File: src/rtl/matmul_seq.sv
// Sequencer that hands one matrix job at a time to an external multiplier and holds its result.
// Optional watchdog on the WAIT state is compiled in with `define MATMUL_SEQ_TIMEOUT_EN.
module matmul_seq #(
    parameter int unsigned BUS_WIDTH      = 32,
    parameter int unsigned DATA_WIDTH     = 8,
    parameter int unsigned TIMEOUT_CYCLES = 64,
    localparam int unsigned MAX_DIM       = BUS_WIDTH / DATA_WIDTH,
    localparam int unsigned OP_W          = MAX_DIM * BUS_WIDTH,
    localparam int unsigned RES_W         = MAX_DIM * MAX_DIM * BUS_WIDTH,
    localparam int unsigned OF_W          = MAX_DIM * MAX_DIM
) (
    input  logic             clk_i,
    input  logic             rst_i,

    input  logic             job_valid_i,
    output logic             job_ready_o,
    input  logic [OP_W-1:0]  a_row_i,
    input  logic [OP_W-1:0]  b_col_i,

    output logic [OP_W-1:0]  mul_a_row_o,
    output logic [OP_W-1:0]  mul_b_col_o,
    output logic             mul_start_o,
    input  logic             mul_busy_i,
    input  logic             mul_done_i,
    input  logic [OF_W-1:0]  mul_ouflow_i,
    input  logic [RES_W-1:0] mul_res_i,

    output logic             res_valid_o,
    input  logic             res_ready_i,
    output logic [RES_W-1:0] res_data_o,
    output logic [OF_W-1:0]  res_ouflow_o,

    output logic             busy_o,
    output logic             err_timeout_o,
    input  logic             err_clr_i
);

    typedef enum logic [1:0] {
        S_IDLE  = 2'd0,
        S_START = 2'd1,
        S_WAIT  = 2'd2,
        S_OUT   = 2'd3
    } state_t;

    state_t             r_state;
    logic [OP_W-1:0]    r_a_row;
    logic [OP_W-1:0]    r_b_col;
    logic [RES_W-1:0]   r_res;
    logic [OF_W-1:0]    r_ouflow;
    logic               r_start;
    logic               r_valid;
    logic               r_busy;
    logic               r_job_ready;
    logic               r_armed;

    logic               w_seen;
    logic               w_accept;

    // A done only counts once the multiplier has been seen busy for this job.
    assign w_seen   = r_armed | mul_busy_i;
    assign w_accept = mul_done_i & w_seen;

`ifdef MATMUL_SEQ_TIMEOUT_EN
    localparam int unsigned CNT_W = $clog2(TIMEOUT_CYCLES + 1);

    logic [CNT_W-1:0]   r_cnt;
    logic               r_err;
    logic               w_expire;
    logic               w_timeout_set;

    assign w_expire      = (r_cnt + CNT_W'(1)) == CNT_W'(TIMEOUT_CYCLES);
    assign w_timeout_set = (r_state == S_WAIT) && w_expire && !w_accept;

    // Sticky error; a new timeout outranks a simultaneous clear.
    always_ff @(posedge clk_i or posedge rst_i) begin
        if (rst_i) begin
            r_err <= 1'b0;
        end else if (w_timeout_set) begin
            r_err <= 1'b1;
        end else if (err_clr_i) begin
            r_err <= 1'b0;
        end
    end

    assign err_timeout_o = r_err;
`else
    logic w_unused_err_clr;

    assign w_unused_err_clr = err_clr_i;
    assign err_timeout_o    = 1'b0;
`endif

    always_ff @(posedge clk_i or posedge rst_i) begin
        if (rst_i) begin
            r_state     <= S_IDLE;
            r_a_row     <= '0;
            r_b_col     <= '0;
            r_res       <= '0;
            r_ouflow    <= '0;
            r_start     <= 1'b0;
            r_valid     <= 1'b0;
            r_busy      <= 1'b0;
            r_job_ready <= 1'b1;
            r_armed     <= 1'b0;
`ifdef MATMUL_SEQ_TIMEOUT_EN
            r_cnt       <= '0;
`endif
        end else begin
            case (r_state)
                S_IDLE: begin
                    if (job_valid_i && r_job_ready) begin
                        r_a_row     <= a_row_i;
                        r_b_col     <= b_col_i;
                        r_start     <= 1'b1;
                        r_busy      <= 1'b1;
                        r_job_ready <= 1'b0;
                        r_state     <= S_START;
                    end
                end

                S_START: begin
                    r_start <= 1'b0;
                    r_armed <= 1'b0;
`ifdef MATMUL_SEQ_TIMEOUT_EN
                    r_cnt   <= '0;
`endif
                    r_state <= S_WAIT;
                end

                S_WAIT: begin
                    if (w_accept) begin
                        r_res    <= mul_res_i;
                        r_ouflow <= mul_ouflow_i;
                        r_valid  <= 1'b1;
                        r_state  <= S_OUT;
                    end
`ifdef MATMUL_SEQ_TIMEOUT_EN
                    else if (w_expire) begin
                        r_busy      <= 1'b0;
                        r_job_ready <= 1'b1;
                        r_state     <= S_IDLE;
                    end
`endif
                    else begin
                        if (mul_busy_i) begin
                            r_armed <= 1'b1;
                        end
`ifdef MATMUL_SEQ_TIMEOUT_EN
                        r_cnt <= r_cnt + CNT_W'(1);
`endif
                    end
                end

                S_OUT: begin
                    if (res_ready_i) begin
                        r_valid     <= 1'b0;
                        r_busy      <= 1'b0;
                        r_job_ready <= 1'b1;
                        r_state     <= S_IDLE;
                    end
                end

                default: begin
                    r_state <= S_IDLE;
                end
            endcase
        end
    end

    assign job_ready_o  = r_job_ready;
    assign mul_a_row_o  = r_a_row;
    assign mul_b_col_o  = r_b_col;
    assign mul_start_o  = r_start;
    assign res_valid_o  = r_valid;
    assign res_data_o   = r_res;
    assign res_ouflow_o = r_ouflow;
    assign busy_o       = r_busy;

endmodule

File: config.mk
export PLATFORM = sky130hd
export DESIGN_NAME = matmul_seq
export DESIGN_NICKNAME = d
export VERILOG_FILES = /design/src/rtl/matmul_seq.sv
export SDC_FILE = /design/constraint.sdc
export NUM_CORES = 1
export LEC_CHECK = 0
export ABC_AREA = 1
export CAP_MARGIN = 20
export CORE_AREA = 5 5 610 612
export CTS_BUF_LIST = sky130_fd_sc_hd__clkbuf_4
export DETAILED_ROUTE_END_ITERATION = 12
export DIE_AREA = 0 0 615 617
export PLACE_DENSITY_LB_ADDON = 0.3
export SLEW_MARGIN = 5
export SYNTH_ARGS = -nofsm -noshare
export SYNTH_HDL_FRONTEND = slang
export SYNTH_SLANG_ARGS = --single-unit
File: constraint.sdc
create_clock -name clk_i -period 34.4 [get_ports clk_i]
set_input_delay 3.44 -clock clk_i [delete_from_list [all_inputs] [get_ports clk_i]]
set_output_delay 3.44 -clock clk_i [all_outputs]
set_load 0.02 [all_outputs]
Word-level counts from Yosys, hierarchy flattened
Cells that the tools add are included.

Register bits after elaboration: 791. Bits of input ports: 791. Output and inout bits: 789. Word-level logic and storage cells: 49.

Equality and inequality tests: 8. Mux-type cells: 16. Bitwise logic cells: 2. Reduce and logical (&&, ||, !) cells: 13.

Operators by type and width (number): AND reduction 3 bit (4); inequality test 2 bit (second input constant) (5); case mux 1 bit (2 select lines) (5); case mux 2 bit (4 select lines) (1); nonzero test 2 bit (4); two-way mux 1 bit (7); two-way mux 2 bit (3); AND reduction 2 bit (3); == test 2 bit (second input constant) (2); == test 2 x 1 -> 1 bit (second input constant) (1); zero test 2 bit (1); bitwise AND 1 bit (1); logical AND 1 bit (1); OR 1 bit (1).

Depth between registers and ports, before layout
Gate-level depths: netlist of run 1.

Depth after elaboration: 4. Depth in mapped cells: 9. Gate-level depth less buffers: 8.

Worst setup path before layout of run 1
OpenSTA, ideal clock, no wires.

Kind: input -> register. Start point: in mul_busy_i. End point: reg r_res[10] (netlist: res_data_o[10]). Setup time: 0.065 ns. Arrival: 4.255 ns. Data required time: 34.335 ns. Setup slack: 30.080 ns. Stages on the path: 7. Path buffers: 2. Cells stage by stage: o21ai_2 -> nor2_8 -> inv_6 -> buf_6 -> clkbuf_8 -> nand2_1 -> nand2_1.

Cells in the longest elaborated chain, start to end: 3.

RTL lines: start: declaration (line 23) `input logic mul_busy_i,`; OR 1 bit (line 60) `assign w_seen = r_armed | mul_busy_i;`; bitwise AND 1 bit (line 61) `assign w_accept = mul_done_i & w_seen;`; AND reduction 2 bit (no source line); end signal: assignment (line 132) `r_res <= mul_res_i;`; end: declaration (line 48) `logic [RES_W-1:0] r_res;`.

No other way between the ends. A chain may end at the register's enable or synchronous reset.

==> results of run 1 <==
[per-stage QoR]
step / setup WS [ps] / instance area [sq um] / util [%]
floorplan: 8750 / 30300 / -
global placement: 25830 / 51100 / 13.9
detailed placement: 25700 / 51100 / 13.9
CTS: 27270 / 54500 / 14.9
global route: 26790 / 54600 / 14.9
finish: 27410 / 54600 / 14.9
[report_power, final]
| part | leakage (nW) | internal (mW) | switching (mW) | total, mW |
|---|---|---|---|---|
| logic | 12.7 | 0.127 | 0.126 | 0.253 |
| clock network | 2.01 | 0.550 | 0.532 | 1.08 |
| registers | 10.8 | 0.955 | 0.0181 | 0.973 |
| total | 25.5 | 1.63 | 0.677 | 2.31 |
[registers in the layout, indices dropped and copies added, names as in the netlist]
signal / count
job_ready_o: 1
busy_o: 1
mul_b_col_o: 128
res_ouflow_o: 16
res_valid_o: 1
mul_start_o: 1
r_state: 2
res_data_o: 512
r_armed: 1
mul_a_row_o: 128
[layout make-up]
class                   count  area (sq um)  share of cell area [%]
multi-input cells        2394          9080                    16.6
clock inverters            88           541                   0.990
inverters                   9          75.1                   0.137
well taps                4837          6050                    11.1
clock buffers             382          2870                    5.25
diodes                     31          77.6                   0.142
flip-flops and latches    791         19800                    36.3
repair buffers           1607         16100                    29.5
[routing by layer]
layer	wire length, um	track usage (%)	part of all wire, %	up-vias
li1	-	-	-	13800
met1	86900	12.8	34	15000
met2	127000	23.0	49	1633
met3	35000	8.09	14	610
met4	9930	3.85	3.8	72
met5	458	0	0.18	-
[synthesized netlist by cell type, drive strengths merged]
master,number
nand2,2376
dfrtp,790
buf,115
clkbuf,58
inv,8
ha,5
nand3,5
nor2,2
o21ai,2
a21oi,1
clkinv,1
conb,1
dfstp,1
o21a,1
or2,1
[worst paths after layout]
| check | startpoint | end | slack [ps] |
|---|---|---|---|
| min in group asynchronous | rst_i | mul_b_col_o[97] | 2670 |
| worst min register to register | res_data_o[13] | res_data_o[13] | 470 |
| worst min-delay path | res_data_o[13] | res_data_o[13] | 470 |
| worst max-delay path | rst_i | res_data_o[204] | 27410 |
| worst max register to register | r_state[1] | mul_a_row_o[25] | 30260 |
| max in group clk_i | res_data_o[28] | res_data_o[28] | 28250 |
[worst reg2reg max path: stages (launching register included)]
cell,delay [ps]
dfrtp_1,420
inv_1,130
ha_1,270
nand3_4,500
inv_8,650
buf_4,850
buf_4,580
buf_16,320
nand2_1,200
nand2_1,80
[cells by family (layout without fill, tap and decap cells)]
group	after synthesis	count (layout)	share of synthesized area (%)
fa+ha+maj	5	5	0.207
flops	791	791	65.4
compound gates	4	4	0.0868
other cells	1	32	0.0124
simple gates	2384	2384	29.6
buf+inv	182	2086	4.65
==> reports/qor.yml, run 1 <==
status:
  outcome: "finished, final reports clean"
global_route:
  grt_overflow: 0
  grt_pass1_wl_mm: 333
  antenna_found_initial: 182
  track_usage_pct: 13.1
  grt_pass1_vias: 32700
  grt_max_degree: 170
die:
  die-area_sq_mm: 0.379
  initial_core_util_pct: 8.25
  rows: 223
  die_h_um: 617
  ioPinCount: 1580
  die_w_um: 615
  core_area_sq_mm: 0.367
critical_path:
  r2r_cells: 9
  start_kind: "input port"
  crit_path_max_incr_delay_ps: 830
  crit_family: "buffers and inverters"
  path_common_cell: "buf_4"
  cp_num_buf_inv: 7
  critical_path_class: "input port to asynchronous set/reset pin"
  cp_max_fo: 84
  worst-path-stages: 7
  crit_chain: "clkdlybuf4s50_1 > inv_8 > buf_4 > buf_4 > buf_4 > buf_4 > buf_4"
  cp-end-kind: "asynchronous set/reset pin"
  slowest_stage: "buf_4"
  arrival_ps: 8250
  cp.required_ps: 35660
hold_path:
  hold_path.class: "register to register"
  min_path_cells: 2
timing:
  max_freq_ghz: 0.143
  tns_ps: 0
  rsz0062_at_grt: "no"
  fin_crit_sh_pct: 20.3
  finalHoldViolCount: 0
  worst_hold_slack_ps: 467
  worstMarginPinSlew_ps: 1210
  slew_viol_final: 0
  slew_headroom_pct: 19.3
  min_period_ps: 6990
  clock_skew_ps: 128
  setup-violations-final: 0
place:
  portBuffers: 1577
  gp_congestion: 1.00
  hpwl_mm: 214
  dpl.cell_count: 9637
drt:
  first_iter_violations: 1760
  ant_nets: 0
  dr.pass1.iters: 7
  totalWireLength_mm: 259
  post_drt_wl_per_cell_um: 25.5
  drc: 0
  vias: 31000
  via_per_inst: 3.06
final_layout:
  syn2layout_area_growth_pct: 80.4
  fin_cells: 10100
  layout_common_cells: "2376 x nand2_1, 1577 x clkdlybuf4s50_1, 790 x dfrtp_1"
  layout_commonest_cell: "nand2_1"
  drive_gt1_share_pct: 8.61
  fill_cells: 41800
  finalNetCount: 5879
job:
  maxCapViolCount: 0
clocking:
  post_cts_buffers: 0
  cts_hold_buf: 0
  cts_tree: "built"
  cts_buffers: 280
  cts_resized: 0
  insertion_delay_ps: 1240
  root_buffer: "clkbuf_4"
  clock_sinks: 791
  htreeDepth: 5
  clk_pin_slew_ps: 60
  clockBufferDepth: 4
synth:
  synth_area_leaders: "dfrtp_1 65%, nand2_1 29%, clkbuf_8 1.4%, buf_6 1.3%, buf_2 0.93%"
  synthesis.nets: 4163
  syn_area_sq_mm: 0.0303
  synth_seq_area_share_pct: 65.4
  synth_area_per_cell_sq_um: 8.99
  synth_seq_cells: 791
  syn-instance-count: 3367
  synth_cell_type_count: 23
  synth-warning-count: 0
  synth.top_cell.area_share_pct: 65.3
  synth_top_cell_by_area: "dfrtp_1"
pwr:
  power.density_mw_per_mm2: 42.3
  power_mw: 2.31
  p_leak_nw: 25.5
  ir_worst_vdd_v: 0.0000189
(Power assumes the default switching activity.)
==> inputs of run 2 (changes only) <==
==> constraint.sdc (replaced) <==
create_clock -name clk_i -period 6.7 [get_ports clk_i]
set_input_delay 0.67 -clock clk_i [delete_from_list [all_inputs] [get_ports clk_i]]
set_output_delay 0.67 -clock clk_i [all_outputs]
set_load 0.02 [all_outputs]
==> run 2 against run 1 <==
Total power rose to 5.2 times the previous value; register-to-register slack lost 27000 ps; global-route usage fell by 0.17 points; count of clock-buffer cells in the layout is 5 lower; core utilization grew 2.1 points; flip-flop and latch count unchanged; worst setup slack got worse by 24000 ps.
==> reports/qor.yml, run 2 (synthesized netlist as in run 1, its figures left out) <==
timing:
  worstMarginPinSlew_ps: 1070  # -138 ps
  setup-violations-final: 0  # unchanged
  clock_skew_ps: 81.2  # -47.0 ps
  finalHoldViolCount: 0  # unchanged
  min_period_ps: 3610
  tns_ps: 0  # unchanged
  fin_crit_sh_pct: 53.8
  rsz0062_at_grt: "no"
  slew_viol_final: 0  # unchanged
  slew_headroom_pct: 28.5  # +9.2 points
  max_freq_ghz: 0.277
place:
  portBuffers: 1577  # unchanged
  gp_congestion: 0.898  # -11%
  dpl.cell_count: 9636  # -0.010%
  hpwl_mm: 210  # -1.6%
critical_path:
  cp-end-kind: "register"
  cp_max_fo: 89  # +6.0%
  arrival_ps: 4660  # -3590 ps
  critical_path_class: "register to register"
  cp.required_ps: 7760  # -27900 ps
  start_kind: "register"
final_layout:
  multiInputGateArea_sq_mm: 0.00908  # unchanged
  layout_common_cells: "2376 x nand2_1, 1577 x clkdlybuf4s50_1, 790 x dfrtp_1"
  largest_reg_flops: 512  # unchanged
  finalNetCount: 6645  # +13%
  drive_gt1_share_pct: 7.30  # -1.3 points
  syn2layout_area_growth_pct: 106
  final_util_pct: 17.0  # +2.1 points
  layout_commonest_cell: "nand2_1"
  fin_cells: 10900  # +7.6%
  fill_cells: 41100  # -1.6%
  register_area_sq_mm: 0.0198  # unchanged
drt:
  ant_nets: 0  # unchanged
  totalWireLength_mm: 255  # -1.6%
  vias: 33500  # +7.9%
  via_per_inst: 3.07  # +0.27%
  first_iter_violations: 1641  # -6.8%
  dr.pass1.iters: 7  # unchanged
  post_drt_wl_per_cell_um: 23.4  # -8.5%
  drc: 0  # unchanged
clocking:
  clockBufferDepth: 4  # unchanged
  clock_sinks: 791  # unchanged
  insertion_delay_ps: 1230  # about the same
  cts_tree: "built"
  clk_pin_slew_ps: 60  # about the same
  cts_resized: 0  # unchanged
  htreeDepth: 5  # unchanged
  cts_buffers: 268  # -4.3%
  root_buffer: "clkbuf_4"
job:
  maxCapViolCount: 0  # unchanged
die:
  initial_core_util_pct: 8.25  # unchanged
  die-area_sq_mm: 0.379  # unchanged
  die_h_um: 617  # unchanged
  core_area_sq_mm: 0.367  # unchanged
  die_w_um: 615  # unchanged
  rows: 223  # unchanged
  ioPinCount: 1580  # unchanged
pwr:
  power.density_mw_per_mm2: 193  # +360%
  ir_worst_vdd_v: 0.0000861  # +360%
  p_leak_nw: 28.6  # +12%
global_route:
  grt_pass1_vias: 35900  # +9.9%
  track_usage_pct: 12.9  # -0.17 points
  grt_max_degree: 172  # +1.2%
  grt_pass1_wl_mm: 334  # +0.32%
  grt_overflow: 0  # unchanged
  antenna_found_initial: 193  # +6.0%
status:
  outcome: "finished, final reports clean"
hold_path:
  hold_path.class: "input port to register"
## run 2: routing by layer
metal,up-vias,global-route usage [%],share of wire (%)
met2,1586,22.2,48
met1,16000,14.1,37
met4,26,3.99,4.0
met3,606,6.06,11
met5,-,0,0.064
li1,15300,-,-
## run 2: power breakdown
part           leakage (nW)  total (mW)  switching, mW  internal, mW
Sequential             10.8        4.98         0.0789          4.90
Combinational          15.9        1.76          0.811         0.951
Clock                  1.92        5.25           2.56          2.69
Total                  28.6        12.0           3.45          8.54
## run 2: what timing repair did
item,CTS,global route
buffers inserted,0,0
setup endpoints to repair,0,0
hold buffers,780,0
hold endpoints to repair,792,0
## run 2: layout make-up
cell class | instances | area share (%)
Antenna cell | 45 | 0.181
Timing Repair Buffer | 2385 | 38.4
Inverter | 9 | 0.115
Clock buffer | 377 | 4.55
Multi-Input combinational cell | 2394 | 14.6
Sequential cell | 791 | 31.8
Tap cell | 4837 | 9.72
Clock inverter | 69 | 0.641
## run 2: critical path, cell delays in order (launching register included)
cell and delay (ps):
dfrtp_1 410, inv_1 130, ha_1 240, inv_1 130, nor2_8 630, clkinv_16 390, buf_4 500, buf_4 450
nand2_1 200, nand2_1 70
## run 2: path summary, 6_finish.rpt
| path | start | cells past startpoint | to | slack (ps) |
|---|---|---|---|---|
| hold reg to reg | res_data_o[125] | 2 | res_data_o[125] | 470 |
| setup / recovery | r_state[0] | 9 | res_data_o[194] | 3090 |
| min in group asynchronous | rst_i | 3 | res_data_o[180] | 560 |
| setup reg to reg | r_state[0] | 9 | res_data_o[194] | 3090 |
| max in group asynchronous | rst_i | 5 | mul_a_row_o[30] | 4250 |
| hold / removal | a_row_i[125] | 3 | mul_a_row_o[125] | 300 |
## run 2: per-stage QoR
step | cell area (sq um) | setup slack (ps) | hold slack, ps | power (mW)
final | 62300 | 3090 | 301 | 12.0
after floorplan | 30300 | -4820 | 472 | 5.37
after global placement | 51100 | 2670 | 456 | 6.40
after detailed placement | 51100 | 2690 | 457 | 6.40
after CTS | 62100 | 3010 | 2.96 | 12.5
after global routing | 62200 | 2790 | 93.9 | 12.7
==> inputs of run 3 (changes only) <==
==> constraint.sdc (replaced) <==
create_clock -name clk_i -period 3.4 [get_ports clk_i]
set_input_delay 0.34 -clock clk_i [delete_from_list [all_inputs] [get_ports clk_i]]
set_output_delay 0.34 -clock clk_i [all_outputs]
set_load 0.02 [all_outputs]
==> run 3 against run 2 <==
Sequential power is 97% higher; worst setup slack worse by 2700 ps; highest routed layer unchanged; clock power is 94% higher; total power is 99% higher; sequential share of layout area is 2.2 points lower.
==> reports/qor.yml, run 3 (synthesized netlist as in run 1, its figures left out) <==
status:
  outcome: "finished, final reports clean"
final_layout:
  register_area_sq_mm: 0.0198  # unchanged
  multiInputGateArea_sq_mm: 0.00908  # unchanged
  layout_commonest_cell: "nand2_1"
  fin_cells: 11400  # +4.2%
  layout_common_cells: "2376 x nand2_1, 1575 x clkdlybuf4s50_1, 1192 x dlygate4sd3_1"
  largest_reg_flops: 512  # unchanged
  syn2layout_area_growth_pct: 121
  fill_cells: 41000  # -0.32%
  finalNetCount: 7089  # +6.7%
  drive_gt1_share_pct: 7.21  # -0.094 points
clocking:
  htreeDepth: 5  # unchanged
  clock_sinks: 791  # unchanged
  clockBufferDepth: 4  # unchanged
  clk_pin_slew_ps: 60  # about the same
  insertion_delay_ps: 1240  # about the same
  cts_tree: "built"
  cts_buffers: 269  # +0.37%
  root_buffer: "clkbuf_4"
die:
  initial_core_util_pct: 8.25  # unchanged
  die_h_um: 617  # unchanged
  core_area_sq_mm: 0.367  # unchanged
  die_w_um: 615  # unchanged
  ioPinCount: 1580  # unchanged
  die-area_sq_mm: 0.379  # unchanged
  rows: 223  # unchanged
pwr:
  power.density_mw_per_mm2: 357  # +85%
  ir_worst_vdd_v: 0.000198  # +130%
  p_leak_nw: 30.4  # +6.2%
global_route:
  grt_pass1_wl_mm: 342  # +2.4%
  grt_overflow: 0  # unchanged
  grt_pass1_vias: 38200  # +6.3%
  track_usage_pct: 13.1  # +0.18 points
  antenna_found_initial: 190  # -1.6%
  grt_max_degree: 122  # -29%
timing:
  finalHoldViolCount: 0  # unchanged
  fin_crit_sh_pct: 89.4
  slew_viol_final: 0  # unchanged
  setup-violations-final: 0  # unchanged
  min_period_ps: 3040
  worstMarginPinSlew_ps: 928  # -144 ps
  clock_skew_ps: 114  # +32.8 ps
  max_freq_ghz: 0.329
  slew_headroom_pct: 37.9  # +9.4 points
  worst_hold_slack_ps: 280  # -20.6 ps
  tns_ps: 0  # unchanged
  rsz0062_at_grt: "no"
critical_path:
  arrival_ps: 2700  # -1960 ps
  worstSetupStartpoint: "res_data_o[395]"
  cp.required_ps: 3060  # -4700 ps
  crit_family: "buffers and inverters"
  rr_endpoint: "res_data_o[407]"
  cp_num_buf_inv: 1  # -4
  critical_path_class: "register to primary output"
  crit_chain: "clkdlybuf4s50_1"
  r2r_cells: 8  # -1
  worst-path-stages: 1  # -8
  r2r-start: "r_state[0]"
  crit_end: "res_data_o[395]"
  cp-end-kind: "primary output"
  cp_max_fo: 2  # -98%
  r2r_setup_slack_ps: 630  # -2460 ps
  crit_path_max_incr_delay_ps: 1100  # +470 ps
  slowest_stage: "clkdlybuf4s50_1"
  start_kind: "register"
drt:
  via_per_inst: 3.11  # +1.3%
  vias: 35300  # +5.6%
  post_drt_wl_per_cell_um: 22.7  # -2.9%
  dr.pass1.iters: 5  # -2
  first_iter_violations: 1832  # +12%
  totalWireLength_mm: 258  # +1.2%
  drc: 0  # unchanged
  ant_nets: 0  # unchanged
job:
  maxCapViolCount: 0  # unchanged
hold_path:
  min_path_cells: 4  # +1
  hold_path.class: "input port to register"
  worst_hold_startpoint: "mul_res_i[466]"
place:
  hpwl_mm: 212  # +0.99%
  dpl.cell_count: 9667  # +0.32%
  portBuffers: 1577  # unchanged
  gp_congestion: 0.876  # -2.5%
## run 3: cell count changes in the layout (fill, tap and decap cells not counted), sizes merged
cell           previous run  this run
clkinv                   50        59
dlygate4sd2               0         1
inv                      18        15
dlygate4sd3             780      1192
clkdlybuf4s50          1577      1575
clkbuf                  377       368
diode                    45        65
bufinv                    3         2
buf                      28        60
## run 3: worst min-delay path by stage
stage	slack (ps)	endpoint
after floorplan	450	mul_a_row_o[0]
after global placement	460	res_data_o[247]
after detailed placement	460	res_data_o[11]
after CTS	0.1	mul_a_row_o[78]
after global routing	80	res_data_o[382]
final	280	res_data_o[466]
## run 3: power by group
| group | internal (mW) | total [mW] | switching (mW) |
|---|---|---|---|
| clock | 5.13 | 10.2 | 5.11 |
| combinational | 2.16 | 3.82 | 1.66 |
| sequential | 9.66 | 9.81 | 0.156 |
| total | 16.9 | 23.9 | 6.93 |
## run 3: cell type report
class / instances / area share, %
flip-flops and latches: 791 / 29.6
multi-input cells: 2394 / 13.6
inverters: 9 / 0.107
repair buffers: 2828 / 42.6
well taps: 4837 / 9.06
diodes: 65 / 0.243
clock inverters: 74 / 0.605
clock buffers: 368 / 4.13
## run 3: worst register-to-register path, stage by stage, from the launching register on
cell	delay, ps
dfrtp_1	410
inv_1	120
ha_1	250
inv_1	140
nor2_8	450
clkinv_16	390
buf_12	580
nand2_1	210
nand2_1	70
## run 3: stage by stage
step                setup slack [ps]  power (mW)  utilization (%)  area, sq um
finish                           361        23.9             18.2        66800
CTS                             5.12        24.7             18.2        66700
detailed placement               369        12.6             14.1        51600
global placement                 409        12.6             14.1        51600
global route                    76.8        25.3             18.2        66800
floorplan                      -7790        10.6                -        30300
## run 3: routing by layer
metal	part of all wire [%]	GRT usage (%)
met5	0.11	0.0126
met4	4.5	5.31
met3	12	7.23
met2	47	21.9
met1	36	13.7
## run 3: what timing repair did
action                                  in CTS  in global routing
endpoints found under the hold margin     1549                  0
buffers inserted                             0                  0
endpoints found under the setup margin       1                  0
hold buffers                              1192                  0
gates resized for setup                      1                  0
